File: src/rtl/memif_pkg.sv
// -----------------------------------------------------------------------------
// memif_pkg
// Shared definitions for the memory interface stage:
//   - state_e    : request/acknowledge FSM states
//   - SZ_*       : access-size encodings carried on the controller's lb bus
//   - calc_be    : byte-enable pattern for a size and byte offset
//   - calc_wdata : store-data lane replication for a size
//   - is_misaligned : word/halfword alignment test (used when the
//                     MEMIF_ALIGN_CHECK_EN build option is enabled)
// -----------------------------------------------------------------------------
package memif_pkg;

   typedef enum logic [1:0] {
      ST_IDLE = 2'd0,
      ST_WAIT = 2'd1,
      ST_DONE = 2'd2
   } state_e;

   localparam logic [1:0] SZ_WORD   = 2'b00;
   localparam logic [1:0] SZ_BYTE_S = 2'b01;
   localparam logic [1:0] SZ_BYTE_U = 2'b10;
   localparam logic [1:0] SZ_HALF_S = 2'b11;

   function automatic logic [3:0] calc_be(input logic [1:0] size,
                                          input logic [1:0] off);
      logic [3:0] be;
      case (size)
         SZ_WORD:   be = 4'b1111;
         SZ_HALF_S: be = off[1] ? 4'b1100 : 4'b0011;
         default:   be = 4'b0001 << off;
      endcase
      return be;
   endfunction

   // The addressed lane is selected by m_be, so the store data is simply
   // replicated across every lane the size could land in.
   function automatic logic [31:0] calc_wdata(input logic [1:0]  size,
                                              input logic [31:0] wd);
      logic [31:0] wdata;
      case (size)
         SZ_WORD:   wdata = wd;
         SZ_HALF_S: wdata = {2{wd[15:0]}};
         default:   wdata = {4{wd[7:0]}};
      endcase
      return wdata;
   endfunction

   function automatic logic is_misaligned(input logic [1:0] size,
                                          input logic [1:0] off);
      logic mis;
      case (size)
         SZ_WORD:   mis = (off != 2'b00);
         SZ_HALF_S: mis = off[0];
         default:   mis = 1'b0;
      endcase
      return mis;
   endfunction

endpackage

File: src/rtl/memif_ldext.sv
// -----------------------------------------------------------------------------
// memif_ldext
// Combinational load extractor: picks the addressed byte/halfword out of the
// memory read word and sign- or zero-extends it to 32 bits.
// Ports:
//   rdata  in  32 : raw word from memory
//   size   in  2  : access size (SZ_* from memif_pkg)
//   off    in  2  : byte offset within the word (latched adr[1:0])
//   result out 32 : extended load value
// -----------------------------------------------------------------------------
module memif_ldext
   import memif_pkg::*;
(
   input  logic [31:0] rdata,
   input  logic [1:0]  size,
   input  logic [1:0]  off,
   output logic [31:0] result
);

   logic [7:0]  byte_sel;
   logic [15:0] half_sel;

   always_comb begin
      byte_sel = rdata[{off, 3'b000} +: 8];
      // halfword lane ignores off[0]; misaligned halfwords drop that bit
      half_sel = rdata[{off[1], 4'b0000} +: 16];
      case (size)
         SZ_WORD:   result = rdata;
         SZ_BYTE_S: result = {{24{byte_sel[7]}}, byte_sel};
         SZ_BYTE_U: result = {24'h00_0000, byte_sel};
         SZ_HALF_S: result = {{16{half_sel[15]}}, half_sel};
         default:   result = rdata;
      endcase
   end

endmodule

File: src/rtl/memif.sv
// -----------------------------------------------------------------------------
// memif
// Memory interface stage between the multicycle controller and a
// variable-latency unified memory. Converts per-state memory strobes into a
// req/ack transaction, holds the IR and MDR, and stalls the controller until
// the access completes.
//
// State table:
//   state   | meaning
//   --------+-----------------------------------------------------------
//   ST_IDLE | no access in flight; stall follows memread|memwrite
//   ST_WAIT | m_req high from latched copies; waiting for m_ack
//   ST_DONE | one cycle with stall low so the controller advances
//
// Ports:
//   clk_sys   in  1   : rising-edge clock
//   rst_b     in  1   : asynchronous active-low reset
//   adr       in  AW  : byte address from the IorD mux
//   wd        in  DW  : store data
//   memread   in  1   : controller reads memory (fetch or load)
//   memwrite  in  1   : controller writes memory
//   irwrite   in  1   : read data goes to IR (else MDR)
//   lb        in  2   : access size (SZ_* in memif_pkg)
//   instr     out DW  : instruction register
//   data      out DW  : memory data register, already extended
//   stall     out 1   : freeze controller state, pcen and regwrite
//   m_req     out 1   : memory request
//   m_we      out 1   : write request
//   m_adr     out AW  : word-aligned address
//   m_wdata   out DW  : lane-replicated store data
//   m_be      out 4   : byte enables
//   m_rdata   in  DW  : memory read data
//   m_ack     in  1   : access complete
//   misalign  out 1   : only with MEMIF_ALIGN_CHECK_EN; high during the DONE
//                       cycle of a rejected misaligned access
//
// Build option MEMIF_ALIGN_CHECK_EN: rejects misaligned word/halfword
// accesses without issuing them. Undefined: low address bits are dropped.
// -----------------------------------------------------------------------------
module memif
   import memif_pkg::*;
#(
   parameter int AW = 32,
   parameter int DW = 32
)
(
   input  logic          clk_sys,
   input  logic          rst_b,
   input  logic [AW-1:0] adr,
   input  logic [DW-1:0] wd,
   input  logic          memread,
   input  logic          memwrite,
   input  logic          irwrite,
   input  logic [1:0]    lb,
   output logic [DW-1:0] instr,
   output logic [DW-1:0] data,
   output logic          stall,
   output logic          m_req,
   output logic          m_we,
   output logic [AW-1:0] m_adr,
   output logic [DW-1:0] m_wdata,
   output logic [3:0]    m_be,
   input  logic [DW-1:0] m_rdata,
   input  logic          m_ack
`ifdef MEMIF_ALIGN_CHECK_EN
   ,
   output logic          misalign
`endif
);

   state_e        state_q,  state_d;
   logic [AW-1:0] adr_q,    adr_d;
   logic [DW-1:0] wd_q,     wd_d;
   logic [1:0]    lb_q,     lb_d;
   logic          irw_q,    irw_d;
   logic          we_q,     we_d;
   logic [DW-1:0] instr_q,  instr_d;
   logic [DW-1:0] data_q,   data_d;
`ifdef MEMIF_ALIGN_CHECK_EN
   logic          misalign_q, misalign_d;
`endif

   logic          access;
   logic          in_wait;
   logic [DW-1:0] ld_ext;

   assign access  = memread | memwrite;
   assign in_wait = (state_q == ST_WAIT);

   memif_ldext u_ldext (
      .rdata  (m_rdata),
      .size   (lb_q),
      .off    (adr_q[1:0]),
      .result (ld_ext)
   );

   always_comb begin
      state_d = state_q;
      adr_d   = adr_q;
      wd_d    = wd_q;
      lb_d    = lb_q;
      irw_d   = irw_q;
      we_d    = we_q;
      instr_d = instr_q;
      data_d  = data_q;
`ifdef MEMIF_ALIGN_CHECK_EN
      // single-cycle flag: only raised on the transition into DONE
      misalign_d = 1'b0;
`endif
      case (state_q)
         ST_IDLE: begin
            if (access) begin
               adr_d = adr;
               wd_d  = wd;
               lb_d  = lb;
               irw_d = irwrite;
               // write wins when both strobes are high
               we_d  = memwrite;
`ifdef MEMIF_ALIGN_CHECK_EN
               if (is_misaligned(lb, adr[1:0])) begin
                  misalign_d = 1'b1;
                  state_d    = ST_DONE;
               end else begin
                  state_d    = ST_WAIT;
               end
`else
               state_d = ST_WAIT;
`endif
            end
         end
         ST_WAIT: begin
            if (m_ack) begin
               if (!we_q) begin
                  if (irw_q) begin
                     instr_d = m_rdata;
                  end else begin
                     data_d  = ld_ext;
                  end
               end
               state_d = ST_DONE;
            end
         end
         ST_DONE: begin
            state_d = ST_IDLE;
         end
         default: begin
            state_d = ST_IDLE;
         end
      endcase
   end

   always_ff @(posedge clk_sys or negedge rst_b) begin
      if (!rst_b) begin
         state_q <= ST_IDLE;
         adr_q   <= '0;
         wd_q    <= '0;
         lb_q    <= SZ_WORD;
         irw_q   <= 1'b0;
         we_q    <= 1'b0;
         instr_q <= '0;
         data_q  <= '0;
`ifdef MEMIF_ALIGN_CHECK_EN
         misalign_q <= 1'b0;
`endif
      end else begin
         state_q <= state_d;
         adr_q   <= adr_d;
         wd_q    <= wd_d;
         lb_q    <= lb_d;
         irw_q   <= irw_d;
         we_q    <= we_d;
         instr_q <= instr_d;
         data_q  <= data_d;
`ifdef MEMIF_ALIGN_CHECK_EN
         misalign_q <= misalign_d;
`endif
      end
   end

   // Memory-side outputs come only from state and latched copies, so no
   // controller input reaches the memory combinationally.
   assign m_req   = in_wait;
   assign m_we    = in_wait & we_q;
   assign m_be    = in_wait ? calc_be(lb_q, adr_q[1:0]) : 4'b0000;
   assign m_adr   = {adr_q[AW-1:2], 2'b00};
   assign m_wdata = calc_wdata(lb_q, wd_q);

   // IDLE stall is combinational so the controller freezes in cycle N itself.
   assign stall   = ((state_q == ST_IDLE) & access) | in_wait;

   assign instr   = instr_q;
   assign data    = data_q;
`ifdef MEMIF_ALIGN_CHECK_EN
   assign misalign = misalign_q;
`endif

endmodule
File: config.mk
export PLATFORM = sky130hd
export DESIGN_NAME = memif
export DESIGN_NICKNAME = d
export VERILOG_FILES = /design/src/rtl/memif_pkg.sv /design/src/rtl/memif_ldext.sv /design/src/rtl/memif.sv
export SDC_FILE = /design/constraint.sdc
export NUM_CORES = 1
export LEC_CHECK = 0
export CAP_MARGIN = 20
export CORE_MARGIN = 10
export CORE_UTILIZATION = 40
export DETAILED_ROUTE_END_ITERATION = 16
export PLACE_DENSITY = 0.77
export SYNTH_ARGS = -nofsm -noshare
export SYNTH_HDL_FRONTEND = slang
export SYNTH_SLANG_ARGS = --single-unit
File: constraint.sdc
create_clock -name clk_sys -period 2.17 [get_ports clk_sys]
set_clock_uncertainty 0.15 [all_clocks]
set_input_delay 0.434 -clock clk_sys [delete_from_list [all_inputs] [get_ports clk_sys]]
set_output_delay 0.434 -clock clk_sys [all_outputs]
set_load 0.02 [all_outputs]
==> impl_metrics.sql <==
INSERT INTO impl_metrics (metric_group, metric, value, unit) VALUES
('run_status', 'outcome', 'finished with violations', ''),
('run_status', 'failed_checks', 'negative setup slack', ''),
('job', 'number_of_max_cap_violations', '0', ''),
('cts', 'cts_htree_levels', '4', ''),
('floorplanning', 'design.portCount', '239', ''),
('drt', 'route.detailed.vias_per_inst', '5.107', ''),
('place', 'detailedPlacementHpwl', '14.83', 'mm'),
('cts', 'clk_transition_reported_paths', '60', 'ps'),
('synthesis', 'ys_top_cells_by_area', 'sky130_fd_sc_hd__dfrtp_1 53%, sky130_fd_sc_hd__mux2_2 18%, sky130_fd_sc_hd__buf_4 4.8%', ''),
('drt', 'drtPass1Iterations', '4', ''),
('global_route', 'gr-usage-all-layers', '0.1835', ''),
('floorplanning', 'die_w', '145.2', 'um'),
('critical_path', 'setup.reg_to_reg.worst_slack', '50', 'ps'),
('synthesis', 'synth_top_flop_cell', 'sky130_fd_sc_hd__dfrtp_1', ''),
('synthesis', 'synth_top_area_cell', 'sky130_fd_sc_hd__dfrtp_1', ''),
('synthesis', 'seq_area_frac_synth', '0.5344', ''),
('synthesis', 'dominant_combinational_cell_family_by_area_after_synthesis', 'multiplexers', ''),
('power', 'p_per_area', '1903', 'nW/um2'),
('layout', 'layoutNonFillerInstCount', '972', ''),
('synthesis', 'synthesis.area_per_instance', '12.21', 'um2'),
('layout', 'fillers', '1189', ''),
('synthesis', 'synth.most_common_cell', 'sky130_fd_sc_hd__dfrtp_1', ''),
('power', 'internal_pwr_total', '11.19', 'mW'),
('synthesis', 'ys_seq_elements', '134', ''),
('floorplanning', 'initial_core_util', '0.4097', ''),
('layout', 'finish.net_count', '859', ''),
('power', 'power.share.combinational', '0.602', ''),
('drt', 'routed_wl', '20.08', 'mm'),
('layout', 'drive_above_1_share', '0.3627', ''),
('cts', 'cts-root-buf', 'sky130_fd_sc_hd__clkbuf_16', ''),
('synthesis', 'synthXorXnorAreaFrac', '0', ''),
('critical_path', 'critical_path_peak_fanout', '8', ''),
('sta', 'fin_crit_sh', '1.102', ''),
('cts', 'numClockSinks', '134', ''),
('critical_path', 'worst_setup_path_endpoint', 'm_wdata[23]', ''),
('synthesis', 'synthesis.area', '6275', 'um2'),
('synthesis', 'area_fraction_in_compound_gates_after_synthesis', '0.1109', ''),
('power', 'power.sequential.fraction', '0.252', ''),
('global_route', 'first_global_vias', '5420', ''),
('layout', 'diodes', '0', ''),
('critical_path', 'setup.worst_path.end_class', 'primary output', ''),
('floorplanning', 'core_box_area', '15310', 'um2'),
('synthesis', 'synth.yosys.warnings', '0', ''),
('drt', 'drt_iter0_drc', '215', ''),
('place', 'globalplace.congestion', '0.8742', ''),
('synthesis', 'synth_simple_gate_area_frac', '0.06361', ''),
('synthesis', 'synth_enable_flop_cells', '0', ''),
('layout', 'area_growth_from_synthesis_to_layout', '57.83', '%'),
('critical_path', 'worst_setup_path_startpoint', 'lb_q[0]', ''),
('place', 'place.port_buffers', '236', ''),
('drt', 'via_count', '4964', ''),
('critical_path', 'classification_of_the_worst_setup_path', 'register to primary output', ''),
('sta', 'final-max-slew-violation-count', '0', ''),
('sta', 'final.min_clock_period', '2392', 'ps'),
('critical_path', 'worst_r2r_path_depth', '7', ''),
('synthesis', 'synthArstFlopShare', '1.000', ''),
('sta', 'setup_slack', '-221.6', 'ps'),
('cts', 'cts_made_buffers', '17', ''),
('critical_path', 'worst_setup_path_start_kind', 'register', ''),
('power', 'irDropWorstVdd', '1.601', 'mV'),
('sta', 'finalSetupViolations', '28', ''),
('critical_path', 'r2r-start', 'lb_q[0]', ''),
('sta', 'rsz0062_at_grt', 'true', ''),
('min_path', 'hold_path_class', 'register to register', ''),
('drt', 'drtAntennaViolNets', '0', ''),
('global_route', 'grt_antenna_before_repair', '0', ''),
('synthesis', 'yosys-mux-area-fraction', '0.1942', ''),
('critical_path', 'timing.critical_path.arrival', '1810', 'ps'),
('critical_path', 'worstPathRequired', '1590', 'ps'),
('floorplanning', 'floorplan.rows', '45', ''),
('place', 'placedCellCount', '939', '');
## routing by layer
layer  share of wire  wire length (um)  vias up  global-route usage
li1                -                 -     2252                   -
met1            0.41              8187     2463              0.2138
met2            0.49              9802      213              0.3000
met3           0.082              1637       36             0.06954
met4           0.022               450        0             0.07078
met5               0                 0        -                   0
## per-stage QoR
stage	setup TNS, ps	hold slack, ps	area, um2	setup WS [ps]	power (mW)
after floorplan	-760.7	-11.59	6290	-62.28	10.30
after global placement	-9604	246.3	8910	-360.0	14.54
after detailed placement	-10400	254.7	8910	-379.6	14.73
after CTS	-5442	354.6	9682	-236.6	18.26
after global routing	-7120	359.3	9903	-276.2	19.81
final	-5310	351.8	9903	-221.6	18.85
## what timing repair did
item,CTS,global route
buffers inserted,1,1
setup endpoints to repair,38,35
hold endpoints to repair,45,0
hold buffers,1,0
gates resized for setup,225,48
pin swaps,12,14
gates cloned,2,0
## power groups by stage
stage,logic [mW],clock network (mW),registers [mW]
finish,11.3,2.75,4.75
global route,12.0,2.91,4.91
CTS,10.8,2.79,4.70
detailed placement,10.1,0,4.68
global placement,9.93,0,4.61
floorplan,5.12,0,5.18
## flip-flops by register name, summed over array words and instances, names as in the netlist
name,count
adr_q,32
data,32
instr,32
wd_q,32
lb_q,2
state_q,2
irw_q,1
we_q,1
## worst max-delay path, stage by stage (launching register included)
cell and delay [ps]:
sky130_fd_sc_hd__dfrtp_1 400, sky130_fd_sc_hd__inv_2 90, sky130_fd_sc_hd__ha_4 230, sky130_fd_sc_hd__or2_4 310
sky130_fd_sc_hd__a22o_1 230, sky130_fd_sc_hd__buf_6 140
## worst min-delay path by stage
stage          depth (start not counted)  slack, ps        end      from
2_1_floorplan                          0        -10   adr_q[0]     rst_b
3_3_place_gp                           1        250  instr[25]     rst_b
3_5_place_dp                           1        250  instr[26]     rst_b
4_1_cts                                1        350   instr[6]  instr[6]
5_1_grt                                1        360   instr[6]  instr[6]
6_report                               1        350   adr_q[5]  adr_q[5]
## cell families after synthesis
group | count (synthesis)
fa+ha+maj | 5
simple gates | 88
mux | 108
other cells | 1
buf+inv | 94
flops | 134
compound gates | 84
## layout by cell type (no fill, tap or decap), types with 3 or more instances in the layout
cell type / synthesis / routed
sky130_fd_sc_hd__nand2_8: 0 / 3
sky130_fd_sc_hd__dlymetal6s2s_1: 0 / 3
sky130_fd_sc_hd__dlygate4sd2_1: 0 / 5
sky130_fd_sc_hd__nand2_1: 31 / 16
sky130_fd_sc_hd__ha_4: 0 / 4
sky130_fd_sc_hd__mux2i_1: 7 / 7
sky130_fd_sc_hd__clkbuf_16: 0 / 17
sky130_fd_sc_hd__nor2_2: 0 / 5
sky130_fd_sc_hd__buf_4: 40 / 36
sky130_fd_sc_hd__clkdlybuf4s50_1: 0 / 199
sky130_fd_sc_hd__nand2_2: 0 / 6
sky130_fd_sc_hd__mux2_2: 100 / 100
sky130_fd_sc_hd__o21ai_4: 0 / 4
sky130_fd_sc_hd__dfrtp_1: 134 / 134
sky130_fd_sc_hd__buf_12: 1 / 6
sky130_fd_sc_hd__inv_1: 24 / 22
sky130_fd_sc_hd__o21ai_2: 0 / 6
sky130_fd_sc_hd__nand2_4: 0 / 6
sky130_fd_sc_hd__a311oi_2: 10 / 10
sky130_fd_sc_hd__a21oi_1: 12 / 9
sky130_fd_sc_hd__a21oi_2: 0 / 3
sky130_fd_sc_hd__a22oi_2: 0 / 4
sky130_fd_sc_hd__clkinv_2: 0 / 7
sky130_fd_sc_hd__a311oi_1: 7 / 7
sky130_fd_sc_hd__a22o_1: 15 / 15
sky130_fd_sc_hd__buf_6: 1 / 34
sky130_fd_sc_hd__nor2_1: 37 / 31
sky130_fd_sc_hd__a221oi_2: 0 / 6
sky130_fd_sc_hd__a22oi_1: 8 / 4
sky130_fd_sc_hd__o22a_1: 7 / 7
sky130_fd_sc_hd__nor3b_1: 7 / 7
## layout make-up
cell class                 count  area (um2)  share of cell area
clock inverter                11       110.1             0.01112
multi-input combinational    287        2754              0.2781
sequential                   134        3353              0.3386
timing repair buffer         286        2889              0.2917
tap                          211       264.0             0.02666
inverter                      24       90.09            0.009097
clock buffer                  19       442.9             0.04473
(Power assumes the default switching activity.)
